$ cat config.mk
export PLATFORM = sky130hd
export DESIGN_NAME = vpu_instr_mem
export DESIGN_NICKNAME = d
export VERILOG_FILES = /design/src/rtl/vpu_pkg.sv /design/src/rtl/vpu_imem_ram.sv /design/src/rtl/vpu_instr_mem.sv
export SDC_FILE = /design/constraint.sdc
export NUM_CORES = 2
export LEC_CHECK = 0
export CORE_AREA = 2 2 593 595
export CTS_BUF_LIST = sky130_fd_sc_hd__clkbuf_4 sky130_fd_sc_hd__clkbuf_8
export CTS_CLUSTER_SIZE = 24
export DETAILED_ROUTE_END_ITERATION = 10
export DIE_AREA = 0 0 595 597
export DONT_BUFFER_PORTS = 1
export RECOVER_POWER = 100
export SKIP_CTS_REPAIR_TIMING = 1
export SYNTH_ARGS = -nofsm -noshare
export SYNTH_HDL_FRONTEND = slang
export SYNTH_HIERARCHICAL = 1
export SYNTH_SLANG_ARGS = --single-unit
$ cat constraint.sdc
create_clock -name i_clk -period 3.9 [get_ports i_clk]
set_input_delay 0.585 -clock i_clk [delete_from_list [all_inputs] [get_ports i_clk]]
set_output_delay 0.585 -clock i_clk [all_outputs]
set_load 0.01 [all_outputs]
$ cat src/rtl/vpu_pkg.sv
// Shared constants for the VPU instruction memory: default width, FSM states, fault codes.
package vpu_pkg;

   localparam int unsigned INSTR_W_DEF = 32;

   localparam logic [0:0] ST_LOAD = 1'b0;
   localparam logic [0:0] ST_RUN  = 1'b1;

   localparam logic [1:0] FLT_OK       = 2'b00;
   localparam logic [1:0] FLT_MISALIGN = 2'b01;
   localparam logic [1:0] FLT_RANGE    = 2'b10;

endpackage

$ cat src/rtl/vpu_imem_ram.sv
// Single write port / single read port RAM with a registered read; contents are never reset.
module vpu_imem_ram #(
   parameter int unsigned DEPTH = 64,
   parameter int unsigned WIDTH = 32,
   localparam int unsigned AW   = (DEPTH > 1) ? $clog2(DEPTH) : 1
) (
   input  logic             i_clk,
   input  logic             i_we,
   input  logic [AW-1:0]    i_waddr,
   input  logic [WIDTH-1:0] i_wdata,
   input  logic             i_re,
   input  logic [AW-1:0]    i_raddr,
   output logic [WIDTH-1:0] o_rdata
);

   logic [WIDTH-1:0] r_mem [DEPTH];
   logic [WIDTH-1:0] r_rdata;

   always_ff @(posedge i_clk) begin
      if (i_we) r_mem[i_waddr] <= i_wdata;
      if (i_re) r_rdata <= r_mem[i_raddr];
   end

   assign o_rdata = r_rdata;

endmodule

$ cat src/rtl/vpu_instr_mem.sv
// Runtime-loadable instruction memory: LOAD streams the program in, RUN serves PC fetches
// with a 1-cycle registered response and per-fetch fault codes.
module vpu_instr_mem
   import vpu_pkg::*;
#(
   parameter int unsigned          DEPTH     = 64,
   parameter int unsigned          ADDR_W    = 32,
   parameter int unsigned          INSTR_W   = INSTR_W_DEF,
   parameter logic [INSTR_W-1:0]   NOP_INSTR = '0,
   localparam int unsigned         PW_W      = $clog2(DEPTH) + 1
) (
   input  logic               i_clk,
   input  logic               i_reset,
   input  logic               i_reload,
   input  logic               i_ld_valid,
   output logic               o_ld_ready,
   input  logic [INSTR_W-1:0] i_ld_data,
   input  logic               i_ld_last,
   input  logic               i_fetch_valid,
   output logic               o_fetch_ready,
   input  logic [ADDR_W-1:0]  i_fetch_pc,
   output logic               o_resp_valid,
   input  logic               i_resp_ready,
   output logic [INSTR_W-1:0] o_resp_instr,
   output logic [1:0]         o_resp_fault,
   output logic [PW_W-1:0]    o_prog_words
);

   localparam int unsigned AW      = (DEPTH > 1) ? $clog2(DEPTH) : 1;
   localparam int unsigned BYTE_SH = $clog2(INSTR_W / 8);

   logic [0:0]         r_state;
   logic [PW_W-1:0]    r_prog_words;
   logic               r_resp_valid;
   logic [1:0]         r_resp_fault;
   logic               r_use_ram;

   logic               w_ld_acc;
   logic               w_ld_done;
   logic               w_fetch_ready;
   logic               w_fetch_acc;
   logic [ADDR_W-1:0]  w_word;
   logic               w_misalign;
   logic               w_range;
   logic [1:0]         w_fault;
   logic [INSTR_W-1:0] w_rdata;

   assign w_ld_acc      = (r_state == ST_LOAD) && !i_reload && i_ld_valid;
   assign w_ld_done     = i_ld_last || (r_prog_words == PW_W'(DEPTH - 1));
   assign w_fetch_ready = (r_state == ST_RUN) && !i_reload && (!r_resp_valid || i_resp_ready);
   assign w_fetch_acc   = i_fetch_valid && w_fetch_ready;

   assign w_word     = i_fetch_pc >> BYTE_SH;
   assign w_misalign = |(i_fetch_pc & ADDR_W'(INSTR_W / 8 - 1));
   assign w_range    = (w_word >= ADDR_W'(r_prog_words));
   assign w_fault    = w_misalign ? FLT_MISALIGN : (w_range ? FLT_RANGE : FLT_OK);

   always_ff @(posedge i_clk or posedge i_reset) begin
      if (i_reset) begin
         r_state      <= ST_LOAD;
         r_prog_words <= '0;
         r_resp_valid <= 1'b0;
         r_resp_fault <= FLT_OK;
         r_use_ram    <= 1'b0;
      end else if (i_reload) begin
         r_state      <= ST_LOAD;
         r_prog_words <= '0;
         r_resp_valid <= 1'b0;
      end else begin
         if (w_ld_acc) begin
            r_prog_words <= r_prog_words + 1'b1;
            if (w_ld_done) r_state <= ST_RUN;
         end
         if (w_fetch_acc) begin
            r_resp_valid <= 1'b1;
            r_resp_fault <= w_fault;
            r_use_ram    <= (w_fault == FLT_OK);
         end else if (i_resp_ready) begin
            r_resp_valid <= 1'b0;
         end
      end
   end

   // RAM is only read on good fetches, so its output register doubles as the held response.
   vpu_imem_ram #(
      .DEPTH (DEPTH),
      .WIDTH (INSTR_W)
   ) u_ram (
      .i_clk   (i_clk),
      .i_we    (w_ld_acc),
      .i_waddr (r_prog_words[AW-1:0]),
      .i_wdata (i_ld_data),
      .i_re    (w_fetch_acc && (w_fault == FLT_OK)),
      .i_raddr (w_word[AW-1:0]),
      .o_rdata (w_rdata)
   );

   assign o_ld_ready    = w_ld_acc || ((r_state == ST_LOAD) && !i_reload);
   assign o_fetch_ready = w_fetch_ready;
   assign o_resp_valid  = r_resp_valid;
   assign o_resp_fault  = r_resp_fault;
   assign o_prog_words  = r_prog_words;
   assign o_resp_instr  = r_use_ram ? w_rdata
                        : ((r_resp_fault == FLT_OK) ? '0 : NOP_INSTR);

endmodule
==> load_flow_metrics.sql <==
INSERT INTO impl_metrics (metric_group, metric, value, unit) VALUES
('run_status', 'status', 'finished, violations left', ''),
('run_status', 'violations_in_the_final_reports', 'capacitance limit, slew limit', ''),
('yosys', 'synthMostInstantiatedCell', 'edfxtp_1', ''),
('global_routing', 'antenna_found_initial', '13', ''),
('placement', 'place_ws', '0.3081', 'ns'),
('drt', 'wire_per_inst', '24.26', 'um'),
('global_routing', 'grt_pass1_wl', '292400', 'um'),
('pwr', 'cellPowerDensity', '484.5', 'nW/um2'),
('yosys', 'number_of_flops_mapped_to_enable_cells_by_yosys', '2080', ''),
('floorplanning', 'core_area', '348600', 'um2'),
('floorplanning', 'pin_count', '115', ''),
('global_routing', 'globalRouteTotalUtil', '11.41', '%'),
('drt', 'drt_first_pass_iters', '7', ''),
('yosys', 'yosys-top-cells-count', '2080 x edfxtp_1, 544 x mux4_2, 149 x nor2_1, 93 x mux2i_1, 84 x o22ai_1', ''),
('drt', 'antenna_violating_nets_post_route', '0', ''),
('hold_path', 'min-delay-path-class', 'in -> async', ''),
('setup_path', 'timing.critical_path.from', 'i_fetch_pc[2]', ''),
('setup_path', 'worst_setup_path_end_kind', 'flop', ''),
('sta', 'tns', '0', 'ns'),
('floorplanning', 'placement_rows', '217', ''),
('setup_path', 'timing.critical_path.fanout_max', '121', ''),
('sta', 'report.final.setup_viol', '0', ''),
('global_routing', 'pin_count_of_the_biggest_net_entering_global_routing', '515', ''),
('sta', 'fin_crit', '3.667', 'ns'),
('pwr', 'irDropWorstVdd', '0.2662', 'mV'),
('setup_path', 'timing.critical_path.from_type', 'input port', ''),
('floorplanning', 'dieHeight', '597', 'um'),
('clocking', 'cts_max_path_buffers', '4', ''),
('drt', 'drt_wl_total', '210400', 'um'),
('drt', 'drcViolationCount', '0', ''),
('clocking', 'cts_tree', 'yes', ''),
('floorplanning', 'floorplan.initialDensity', '22.90', '%'),
('floorplanning', 'die_x', '595', 'um'),
('placement', 'gp_congestion', '0.7495', ''),
('global_routing', 'first_global_vias', '39223', ''),
('drt', 'initialDrtViolationCount', '4517', ''),
('sta', 'worst_max_slew_pin_slew', '3.274', 'ns'),
('sta', 'timing.final.ws_setup', '0.2326', 'ns'),
('sta', 'grt_setup_unrepaired', 'no', ''),
('sta', 'worst_clock_skew', '0.06823', 'ns'),
('clocking', 'worstSkewPairLatency', '1.05', 'ns'),
('finish', 'drive_gt1_share', '30.18', '%'),
('sta', 'clock.fmax', '0.2727', 'GHz'),
('setup_path', 'crit_type', 'in -> reg', ''),
('drt', 'via_per_instance_ratio', '4.431', ''),
('global_routing', 'grt_overflow_total', '0', ''),
('yosys', 'synth_area', '79840', 'um2'),
('yosys', 'synth_cell_types', '46', ''),
('sta', 'max-slew-margin-rel', '-118.2', '%'),
('finish', 'area_delta_synth_final', '16.64', '%'),
('setup_path', 'worst_ep_arrival_time', '4.38', 'ns'),
('clocking', 'cts.clk_slew.worst_paths', '0.07', 'ns'),
('drt', 'dr_total_vias', '38431', ''),
('placement', 'hpwl_detailed', '109200', 'um'),
('sta', 'hold_viol_final', '0', ''),
('clocking', 'clockRootBuffer', 'clkbuf_8', ''),
('yosys', 'yosysSeqAreaShare', '78.61', '%'),
('clocking', 'cts_sinks', '2092', ''),
('finish', 'n_fill_cell', '34543', ''),
('placement', 'portBuffers', '0', ''),
('flow_run', 'timing.max_cap.violations', '35', ''),
('finish', 'design.final.nets', '3901', ''),
('yosys', 'netlist_top_cells_area', 'edfxtp_1 78%, mux4_2 15%, mux2i_1 1.2%', ''),
('yosys', 'synthDominantAreaCellType', 'edfxtp_1', ''),
('yosys', 'postSynthNetCount', '3527', ''),
('yosys', 'synth-warning-count', '6', ''),
('sta', 'portion_of_the_clock_cycle_consumed_by_the_worst_path_in_the_final_layout', '94.04', '%'),
('setup_path', 'worstPathRequired', '4.61', 'ns'),
('clocking', 'htree_levels', '5', ''),
('yosys', 'synth_top_area_share', '78.23', '%'),
('pwr', 'power.static_leakage', '28.10', 'nW'),
('yosys', 'syn-instance-count', '3448', ''),
('sta', 'final_max_slew_viol_count', '2278', ''),
('setup_path', 'critical_path.reg2reg.startpoint', 'r_state', ''),
('yosys', 'synthFlopType', 'edfxtp_1', ''),
('yosys', 'ys_async_sr_fraction', '0.5736', '%'),
('yosys', 'ys_ff_latch', '2092', ''),
('clocking', 'cts_inserted_buffers', '355', ''),
('yosys', 'syn_avg_cell_area', '23.15', 'um2'),
('floorplanning', 'fp.dieArea', '355200', 'um2');
-- cell usage in the layout (no fill, tap or decap), types with 7 or more instances in the layout --
master / count
edfxtp_1: 2080
mux4_2: 544
clkbuf_8: 363
clkbuf_4: 131
nor2_1: 107
mux2i_1: 93
clkinv_1: 86
o22ai_1: 84
a21oi_1: 67
dlygate4sd3_1: 45
clkbuf_1: 41
nor2_4: 40
clkbuf_2: 36
buf_4: 35
and2_0: 31
nand2_1: 30
clkinv_2: 29
o221ai_1: 27
nor2b_1: 17
a22oi_1: 12
buf_12: 12
inv_1: 11
dfrtp_1: 11
buf_2: 10
diode_2: 9
nand2b_1: 9
ha_1: 8
a311oi_1: 8
nor3_1: 7
-- cells by family (layout without fill, tap and decap cells) --
family,count (synthesis),count (layout),synth area share [%]
other,0,9,0
AOI/OAI and AO/OA,214,214,1.740
buffers and inverters,198,815,1.185
DFF,2092,2092,78.61
muxes,637,637,16.51
xor gates and xnor gates,6,6,0.06582
adders and majority gates,8,8,0.1254
and+or+nand+nor,293,293,1.763
-- stage by stage --
step	cells	instance area, um2	total power [mW]	utilization, %	hold slack [ns]
detailed placement	7981	86570	26.50	24.83	0.5221
CTS	8581	93090	44.91	26.70	-0.6190
global placement	7981	86570	26.50	24.83	0.5011
global route	8667	93110	46.61	26.71	0.0009207
finish	8673	93120	45.12	26.71	0.03869
floorplan	3448	79850	26.42	-	0.4497
-- layer usage --
| layer | part of all wire (%) | wire length, um | track usage, % |
|---|---|---|---|
| met3 | 8.3 | 17430 | 3.010 |
| met5 | 0.019 | 41 | 0 |
| met4 | 2.0 | 4198 | 2.912 |
| met1 | 41 | 85990 | 14.85 |
| met2 | 49 | 102800 | 18.83 |
-- critical path: stages --
cell     delay (ns)
buf_16         0.59
buf_16         0.58
buf_12         0.50
mux4_2         0.58
mux2i_1        0.26
a21oi_1        0.22
a21oi_1        0.56
nor2_1         0.09
-- state kept, by name, summed over array words and instances (netlist names) --
signal	cells
r_state	1
r_use_ram	1
o_resp_fault	2
o_prog_words	7
u_ram/o_rdata	32
u_ram/r_mem	2048
o_resp_valid	1
-- layout make-up --
type / instances / area, um2 / area share (%)
diodes: 9 / 22.52 / 0.02419
clock buffers: 473 / 5822 / 6.252
clock inverters: 127 / 701.9 / 0.7538
inverters: 11 / 41.29 / 0.04434
multi-input cells: 1158 / 16440 / 17.66
flip-flops and latches: 2092 / 62760 / 67.40
well taps: 4599 / 5754 / 6.179
repair buffers: 204 / 1573 / 1.689
-- path summary, 6_finish.rpt --
kind | endpoint | slack, ns | depth (start not counted)
min in group i_clk | o_resp_fault[1] | 0.05 | 4
max in group asynchronous | r_use_ram | 3.50 | 2
setup / recovery | u_ram/o_rdata[15] | 0.23 | 8
hold reg to reg | r_state | 0.62 | 2
hold / removal | o_resp_valid | 0.04 | 2
setup reg to reg | u_ram/r_mem[47][22] | 0.24 | 7
-- report_power, final --
part / internal (mW) / switching [mW]
Combinational: 0.773 / 1.04
Sequential: 24.8 / 0.0179
Clock: 10.0 / 8.44
Total: 35.6 / 9.50
Note: power is estimated with default switching activity, not from simulation.
